**config.mk**
```make
export PLATFORM = sky130hd
export DESIGN_NAME = dev_bridge
export DESIGN_NICKNAME = d
export VERILOG_FILES = /design/src/rtl/bridge_pkg.sv /design/src/rtl/addr_decode.sv /design/src/rtl/dev_bridge.sv
export SDC_FILE = /design/constraint.sdc
export NUM_CORES = 1
export LEC_CHECK = 0
export CORE_MARGIN = 5
export CORE_UTILIZATION = 41
export DETAILED_ROUTE_END_ITERATION = 10
export PLACE_DENSITY_LB_ADDON = 0.1
export SLEW_MARGIN = 20
export SYNTH_ARGS = -nofsm -noshare
export SYNTH_HDL_FRONTEND = slang
export SYNTH_SLANG_ARGS = --single-unit
```
**constraint.sdc**
```tcl
create_clock -name CLK_I -period 4.9 [get_ports CLK_I]
set_clock_uncertainty 0.15 [all_clocks]
set_input_delay 0.98 -clock CLK_I [delete_from_list [all_inputs] [get_ports CLK_I]]
set_output_delay 0.98 -clock CLK_I [all_outputs]
set_load 0.01 [all_outputs]
```
**src/rtl/bridge_pkg.sv**
```systemverilog
// Shared definitions for the processor-to-timer bridge.
// Contents: FSM state encoding, timer register indices, default device bases.
package bridge_pkg;

   typedef enum logic [1:0] {
      IDLE   = 2'd0,
      ACCESS = 2'd1,
      DONE   = 2'd2
   } state_t;

   localparam logic [1:0] REG_CTRL   = 2'd0;
   localparam logic [1:0] REG_PRESET = 2'd1;
   localparam logic [1:0] REG_COUNT  = 2'd2;

   localparam logic [31:0] TIMER0_BASE_DEF = 32'h0000_7F00;
   localparam logic [31:0] TIMER1_BASE_DEF = 32'h0000_7F10;

endpackage

```
**src/rtl/addr_decode.sv**
```systemverilog
// Word-address decoder for the two timer windows.
// Ports:
//   addr  in  30  word address (byte address [31:2])
//   sel0  out  1  address falls in the timer 0 window
//   sel1  out  1  address falls in the timer 1 window
//   err   out  1  no window hit, or register index beyond COUNT
module addr_decode
   import bridge_pkg::*;
#(
   parameter logic [31:0] TIMER0_BASE = TIMER0_BASE_DEF,
   parameter logic [31:0] TIMER1_BASE = TIMER1_BASE_DEF
) (
   input  logic [29:0] addr,
   output logic        sel0,
   output logic        sel1,
   output logic        err
);

   assign sel0 = (addr[29:2] == TIMER0_BASE[31:4]);
   assign sel1 = (addr[29:2] == TIMER1_BASE[31:4]);
   // Index 3 is unmapped inside both windows, so a window hit can still be an error.
   assign err  = ~(sel0 | sel1) | (addr[1:0] > REG_COUNT);

endmodule

```
**src/rtl/dev_bridge.sv**
```systemverilog
// Bus initiator from the processor memory stage to the two timer peripherals.
// A single-cycle request is latched, driven to the device bus for one ACCESS
// cycle, and acknowledged in the following DONE cycle. Timer interrupts are
// registered into the hardware-interrupt vector.
// Ports:
//   CLK_I, RST_I               clock, async active-high reset
//   PrReq/PrAddr/PrWe/PrWD     processor request
//   PrBusy/PrAck/PrErr/PrRD    processor response
//   HWInt                      interrupt vector [7:2]
//   DEV_ADD/DEV_DAT/DEV_WE0/1  device bus outputs (registered)
//   DEV_DAT0/1, IRQ0/1         device read data and interrupts
//
// state  | meaning
// IDLE   | waiting for PrReq
// ACCESS | device bus driven, write enable pulses, read data captured
// DONE   | PrAck/PrErr presented to processor
module dev_bridge
   import bridge_pkg::*;
#(
   parameter logic [31:0] TIMER0_BASE = TIMER0_BASE_DEF,
   parameter logic [31:0] TIMER1_BASE = TIMER1_BASE_DEF
) (
   input  logic        CLK_I,
   input  logic        RST_I,
   input  logic        PrReq,
   input  logic [31:0] PrAddr,
   input  logic        PrWe,
   input  logic [31:0] PrWD,
   output logic        PrBusy,
   output logic        PrAck,
   output logic        PrErr,
   output logic [31:0] PrRD,
   output logic [5:0]  HWInt,
   output logic [1:0]  DEV_ADD,
   output logic [31:0] DEV_DAT,
   output logic        DEV_WE0,
   output logic        DEV_WE1,
   input  logic [31:0] DEV_DAT0,
   input  logic [31:0] DEV_DAT1,
   input  logic        IRQ0,
   input  logic        IRQ1
);

   state_t      state, state_nxt;
   logic [29:0] addr_q;
   logic        we_q;
   logic        sel0, sel1, err;
   logic        req_sel0, req_sel1, req_err;
   logic        accept;
   logic [1:0]  irq_q;

   // Decode of the latched address drives the response path.
   addr_decode #(.TIMER0_BASE(TIMER0_BASE), .TIMER1_BASE(TIMER1_BASE)) u_dec (
      .addr (addr_q),
      .sel0 (sel0),
      .sel1 (sel1),
      .err  (err)
   );

   // The write enables are flops set on entry to ACCESS, so they need the
   // decode of the incoming address one edge before it is latched.
   addr_decode #(.TIMER0_BASE(TIMER0_BASE), .TIMER1_BASE(TIMER1_BASE)) u_dec_req (
      .addr (PrAddr[31:2]),
      .sel0 (req_sel0),
      .sel1 (req_sel1),
      .err  (req_err)
   );

   assign accept = (state == IDLE) & PrReq;

   always_ff @(posedge CLK_I or posedge RST_I) begin
      if (RST_I) state <= IDLE;
      else       state <= state_nxt;
   end

   always_comb begin
      state_nxt = state;
      case (state)
         IDLE:    if (PrReq) state_nxt = ACCESS;
         ACCESS:  state_nxt = DONE;
         DONE:    state_nxt = IDLE;
         default: state_nxt = IDLE;
      endcase
   end

   always_ff @(posedge CLK_I or posedge RST_I) begin
      if (RST_I) begin
         addr_q  <= '0;
         we_q    <= 1'b0;
         DEV_DAT <= '0;
         DEV_WE0 <= 1'b0;
         DEV_WE1 <= 1'b0;
      end else if (accept) begin
         addr_q  <= PrAddr[31:2];
         we_q    <= PrWe;
         DEV_DAT <= PrWD;
         DEV_WE0 <= PrWe & req_sel0 & ~req_err;
         DEV_WE1 <= PrWe & req_sel1 & ~req_err;
      end else begin
         DEV_WE0 <= 1'b0;
         DEV_WE1 <= 1'b0;
      end
   end

   always_ff @(posedge CLK_I or posedge RST_I) begin
      if (RST_I) begin
         PrRD <= '0;
      end else if (state == ACCESS) begin
         if (we_q || err) PrRD <= '0;
         else if (sel0)   PrRD <= DEV_DAT0;
         else if (sel1)   PrRD <= DEV_DAT1;
         else             PrRD <= '0;
      end
   end

   always_ff @(posedge CLK_I or posedge RST_I) begin
      if (RST_I) irq_q <= 2'b00;
      else       irq_q <= {IRQ1, IRQ0};
   end

   assign DEV_ADD = addr_q[1:0];
   assign PrBusy  = (state != IDLE);
   assign PrAck   = (state == DONE);
   assign PrErr   = (state == DONE) & err;
   assign HWInt   = {4'b0000, irq_q};

endmodule

```
==> impl_metrics.yaml, run 1 <==
outcome:
  status: "completed"
power:
  power.density_nw_per_um2: 321
  p_clk_frac: 0.220
  switchingPower_uw: 618
  p_comb_frac: 0.287
  leakagePower_uw: 0.00280
  peakVddDrop_uv: 146
  swShare: 0.284
  p_int_uw: 1560
  p_seq_frac: 0.493
  total_power_uw: 2180
timing:
  clock.fmax_mhz: 268
  hold_slack_ns: 0.332
  hold_viol: 0
  setup_viol: 0
  grt_setup_unrepaired: "no"
  min_period_ns: 3.74
  relSlewSlack: 0.375
  fin_crit_sh: 0.763
  setup-tns-final_ns: 0
  worstMarginPinSlew_ns: 0.937
  drv_slew: 0
yosys:
  yosys_most_used_dff: "dfrtp_1"
  syn-cell-area_um2: 4490
  async_flop_share: 1.00
  avgSynthCellArea_um2: 13.8
  ys_seq_elements: 101
  yosysSeqAreaShare: 0.563
  synthCells: 326
  synth_top_area_cell: "dfrtp_1"
  yosysTopAreaCellShare: 0.563
  synth_area_leaders: "dfrtp_1 (56%), mux2_2 (12%), o31ai_2 (8.4%)"
  synth_edf_count: 0
  netlist-cell-type-count: 35
  yosysWarnings: 0
finish:
  final_cell_mix: "clkdlybuf4s50_1 (204), dfrtp_1 (100), mux2_2 (49)"
  area.growth.synth_to_final_pct: 51.1
  nets: 654
  n_antenna_cell: 0
  layout_commonest_cell: "clkdlybuf4s50_1"
  drive_above_1_share: 0.202
die:
  io_pins: 211
  dieWidth_um: 115
  die-area_um2: 13100
  fp.dieH_um: 115
  core-area_um2: 10800
  row_count: 38
  initial_core_util: 0.416
grt:
  antenna_found_initial: 0
  gr-total-overflow: 0
  grt_pass1_vias: 3420
  grt_pass1_wl_mm: 17.4
  grt_max_degree: 86
  track_usage: 0.169
cts:
  clk_path_buf_depth: 2
  cts_tree: "yes"
  cts_resized: 0
  cts.sinks: 101
  cts_buffers: 9
  clk_pin_slew_ns: 0.10
  htreeDepth: 3
  cts_hold_buf: 0
  post_cts_buffers: 0
  cts_root_buffer: "clkbuf_8"
  worstSkewPairLatency_ns: 0.35
routing:
  drt-total-wl_mm: 11.4
  dr.pass1.iters: 4
  routed-via-count: 3239
  drc: 0
  drtAntennaViolNets: 0
  drt_iter0_markers: 94
  via_per_inst: 4.87
  dr_wl_met3_um: 913
  wire_per_inst_um: 17.2
  m1WireLength_mm: 4.42
  topRoutingLayerUsed: "met4"
  met2_length_mm: 5.83
run:
  drv_cap: 0
setup_path:
  critPathRequiredTime_ns: 3.77
  critPathKind: "reg -> out"
  startpoint_type: "flop"
  cp_max_fo: 3
  crit_arrival_ns: 2.61
  r2r_slack_ns: 2.18
  endpoint_kind: "output pin"
place:
  hpwl_mm: 8.75
  port_buffers: 204
  routabilityCongestion: 0.771
min_path:
  hp-class: "reg -> reg"
-- power groups by stage --
stage	clock network (uW)	registers, uW	logic, uW
after detailed placement	0	1090	634
after global placement	0	1080	624
final	479	1070	624
after floorplan	0	1080	314
after global routing	530	1100	669
after CTS	500	1080	636
-- critical path, cell delays in order (launching register included) --
cell,delay [ns]
dfrtp_1,0.39
or4b_1,0.53
nor3_1,0.43
nand4_1,0.21
and2_1,0.20
clkdlybuf4s50_1,0.50
-- per-layer routing --
metal	vias up	global-route usage
met4	0	0.0530
met1	1550	0.198
met2	118	0.297
met3	16	0.0523
met5	-	0
li1	1555	-
-- registers in the layout (all words and copies together), names as in the netlist --
register and cells:
DEV_DAT 32, DEV_WE0 1, DEV_WE1 1, PrRD 32
addr_q 30, irq_q 2, state 2, we_q 1
-- layout make-up --
| class | instances | area (um^2) |
|---|---|---|
| Clock buffer | 11 | 141 |
| Timing Repair Buffer | 207 | 2060 |
| Clock inverter | 5 | 35.0 |
| Inverter | 5 | 23.8 |
| Tap cell | 140 | 175 |
| Fill cell | 930 | 4010 |
| Multi-Input combinational cell | 196 | 1810 |
| Sequential cell | 101 | 2530 |
-- through the flow --
stage / cell area [um^2] / utilization / setup slack, ns / instances
detailed placement: 6600 / 0.612 / 1.56 / 649
global route: 6780 / 0.628 / 1.00 / 665
finish: 6780 / 0.628 / 1.16 / 665
CTS: 6780 / 0.628 / 1.15 / 665
floorplan: 4500 / - / 1.12 / 329
global placement: 6600 / 0.612 / 1.57 / 649
-- synthesized netlist by cell type (2+ instances only) --
master and instances:
nor3_1 3, mux2_2 49, buf_1 3, buf_2 4, nand2_1 35, mux2i_1 31, o21ai_0 2, and4_1 2
o31ai_2 30, or4b_4 2, clkbuf_1 11, mux2_1 13, nand4_1 3, nand4b_1 2, dfrtp_1 101, inv_1 5
nor4_1 5, buf_4 6, buf_6 3
-- path summary, 6_finish.rpt --
kind	from	endpoint	cells after the start
hold reg to reg	PrRD[31]$_DFFE_PP0N_	PrRD[31]$_DFFE_PP0N_	2
setup reg to reg	addr_q[28]$_DFFE_PP0P_	PrRD[31]$_DFFE_PP0N_	4
setup / recovery	addr_q[28]$_DFFE_PP0P_	PrErr	5
min in group asynchronous	RST_I	DEV_DAT[15]$_DFFE_PP0P_	2
max in group asynchronous	RST_I	PrRD[5]$_DFFE_PP0N_	3
hold / removal	PrRD[31]$_DFFE_PP0N_	PrRD[31]$_DFFE_PP0N_	2
-- logic make-up after synthesis --
kind of cell,after synthesis,synth area share
other,1,0.000835
buffers and inverters,32,0.0379
AND/OR/NAND/NOR,63,0.0803
AO/OA/AOI/OAI,36,0.0934
multiplexers,93,0.225
flip-flops,101,0.563
Power figures use the tool's default switching activity.
==> inputs of run 2 (changes only) <==
- clock period: 4.9 -> 3.9 ns (I/O delays scaled with it)
==> run 2 against run 1 <==
Net effect:
- sequential cell count is the same
- non-clock buffer count grew 2
- routed wire length shrank 1.4%
- critical path depth is the same
- core utilization grew 0.093 points
- global-route usage is essentially flat
- count of clock-buffer cells in the layout shrank 1
- die area is the same
- first-iteration DRC count shrank 38%
- worst setup slack lost 0.77 ns
- cell area grew 0.15%
- via count grew 0.12%
- critical path type unchanged
- critical endpoint unchanged
==> impl_metrics.yaml, run 2 (synthesized netlist as in run 1, its figures left out) <==
die:
  core-area_um2: 10800
  initial_core_util: 0.416
  dieWidth_um: 115
  row_count: 38
  fp.dieH_um: 115
  io_pins: 211
  die-area_um2: 13100
cts:
  worstSkewPairLatency_ns: 0.36
  clk_pin_slew_ns: 0.09
  cts_tree: "yes"
  htreeDepth: 3
  post_cts_buffers: 0
  clk_path_buf_depth: 2
  cts_root_buffer: "clkbuf_8"
  cts_buffers: 9
  cts_resized: 0
  cts_hold_buf: 0
  cts.sinks: 101
outcome:
  status: "completed"
setup_path:
  startpoint_type: "flop"
  reg2reg_to: "PrRD[31]$_DFFE_PP0N_"
  cpLargestDelayFamily: "simple AND/OR/NAND/NOR gates"
  cp-endpoint: "PrErr"
  worstPathCellList: "or4b_4, nor4_4, nand4_1, and2_1, clkdlybuf4s50_1"
  critPathRequiredTime_ns: 2.97
  critPathKind: "reg -> out"
  r2r-start: "addr_q[21]$_DFFE_PP0P_"
  endpoint_kind: "output pin"
  slowest_stage: "or4b_4"
  r2r_slack_ns: 1.22
  max_stage_delay_ns: 0.56
  cp_max_fo: 3
  worstSetupStartpoint: "addr_q[21]$_DFFE_PP0P_"
  cp_num_buf_inv: 1
  cp_num_cells: 5
  crit_arrival_ns: 2.58
  r2r_cells: 4
routing:
  drt-total-wl_mm: 11.3
  wire_per_inst_um: 16.9
  drtAntennaViolNets: 0
  dr.pass1.iters: 4
  m1WireLength_mm: 4.46
  routed-via-count: 3243
  dr_wl_met3_um: 807
  met2_length_mm: 5.83
  topRoutingLayerUsed: "met4"
  drc: 0
  via_per_inst: 4.86
  drt_iter0_markers: 58
finish:
  stdcell_count: 667
  regArea_um2: 2530
  n_antenna_cell: 0
  multi_input_area_um2: 1810
  drive_above_1_share: 0.205
  final_cell_mix: "clkdlybuf4s50_1 (204), dfrtp_1 (100), mux2_2 (49)"
  layout_commonest_cell: "clkdlybuf4s50_1"
  area.growth.synth_to_final_pct: 51.3
  nets: 656
  fillers: 954
  reg_top3: "DEV_DAT x32, PrRD x32, addr_q x30"
min_path:
  hp-class: "reg -> reg"
  worstHoldStart: "PrRD[23]$_DFFE_PP0N_"
timing:
  fin_crit_sh: 0.900
  drv_slew: 0
  setup-tns-final_ns: 0
  min_period_ns: 3.51
  grt_setup_unrepaired: "no"
  worstMarginPinSlew_ns: 0.901
  clock.fmax_mhz: 285
  hold_slack_ns: 0.338
  relSlewSlack: 0.400
  timing.final.ws_setup_ns: 0.389
  setup_viol: 0
  hold_viol: 0
grt:
  gr-total-overflow: 0
  track_usage: 0.169
  grt_max_degree: 65
  grt_pass1_wl_mm: 17.3
  grt_pass1_vias: 3373
  antenna_found_initial: 0
power:
  power.density_nw_per_um2: 403
  peakVddDrop_uv: 204
  leakagePower_uw: 0.00281
place:
  routabilityCongestion: 0.790
  hpwl_mm: 8.87
  port_buffers: 204
  place_ws_ns: 0.764
  place_inst: 651
run:
  drv_cap: 0
run 2: cell count changes in the layout (fill, tap and decap cells not counted), sizes merged:
cell	change
inv	+2
buf	+2
clkinvlp	+1
clkinv	-2
clkbuf	-1
run 2: worst min-delay path by stage:
stage	end	slack [ns]	depth (start not counted)
after global placement	PrRD[31]$_DFFE_PP0N_	0.31	2
after floorplan	addr_q[19]$_DFFE_PP0P_	0.32	1
after CTS	PrRD[23]$_DFFE_PP0N_	0.34	2
after detailed placement	PrRD[23]$_DFFE_PP0N_	0.32	2
final	PrRD[23]$_DFFE_PP0N_	0.34	2
after global routing	PrRD[13]$_DFFE_PP0N_	0.36	2
run 2: stage by stage:
step	total power [uW]	util	cell area (um^2)
2_1_floorplan	1750	-	4500
5_1_grt	2890	0.629	6790
3_5_place_dp	2170	0.613	6620
6_report	2740	0.629	6790
3_3_place_gp	2150	0.613	6620
4_1_cts	2780	0.629	6790
run 2: power breakdown:
group	total (uW)	switching, uW	internal (uW)
Sequential	1350	127	1220
Combinational	783	294	489
Clock	608	369	238
run 2: worst register-to-register path, cell delays in order, from the launching register on:
cell	delay (ns)
dfrtp_1	0.40
or4b_4	0.56
nor4_4	0.40
nand4_4	0.62
o31ai_1	0.46
run 2: per-layer routing:
| metal | vias up | track usage |
|---|---|---|
| met1 | 1567 | 0.203 |
| li1 | 1560 | - |
| met3 | 13 | 0.0354 |
| met2 | 103 | 0.302 |
| met5 | - | 0 |
| met4 | 0 | 0.0546 |
run 2: cell type report:
class,instances,area share
clock buffers,10,0.0188
clock inverters,6,0.00682
multi-input cells,196,0.267
repair buffers,209,0.306
flip-flops and latches,101,0.372
well taps,140,0.0258
inverters,5,0.00313
==> inputs of run 3 (changes only) <==
- GPL_TIMING_DRIVEN: unset -> 1
==> results of run 3 <==
No change in the layout: final DEF, timing and power equal those of run 2.
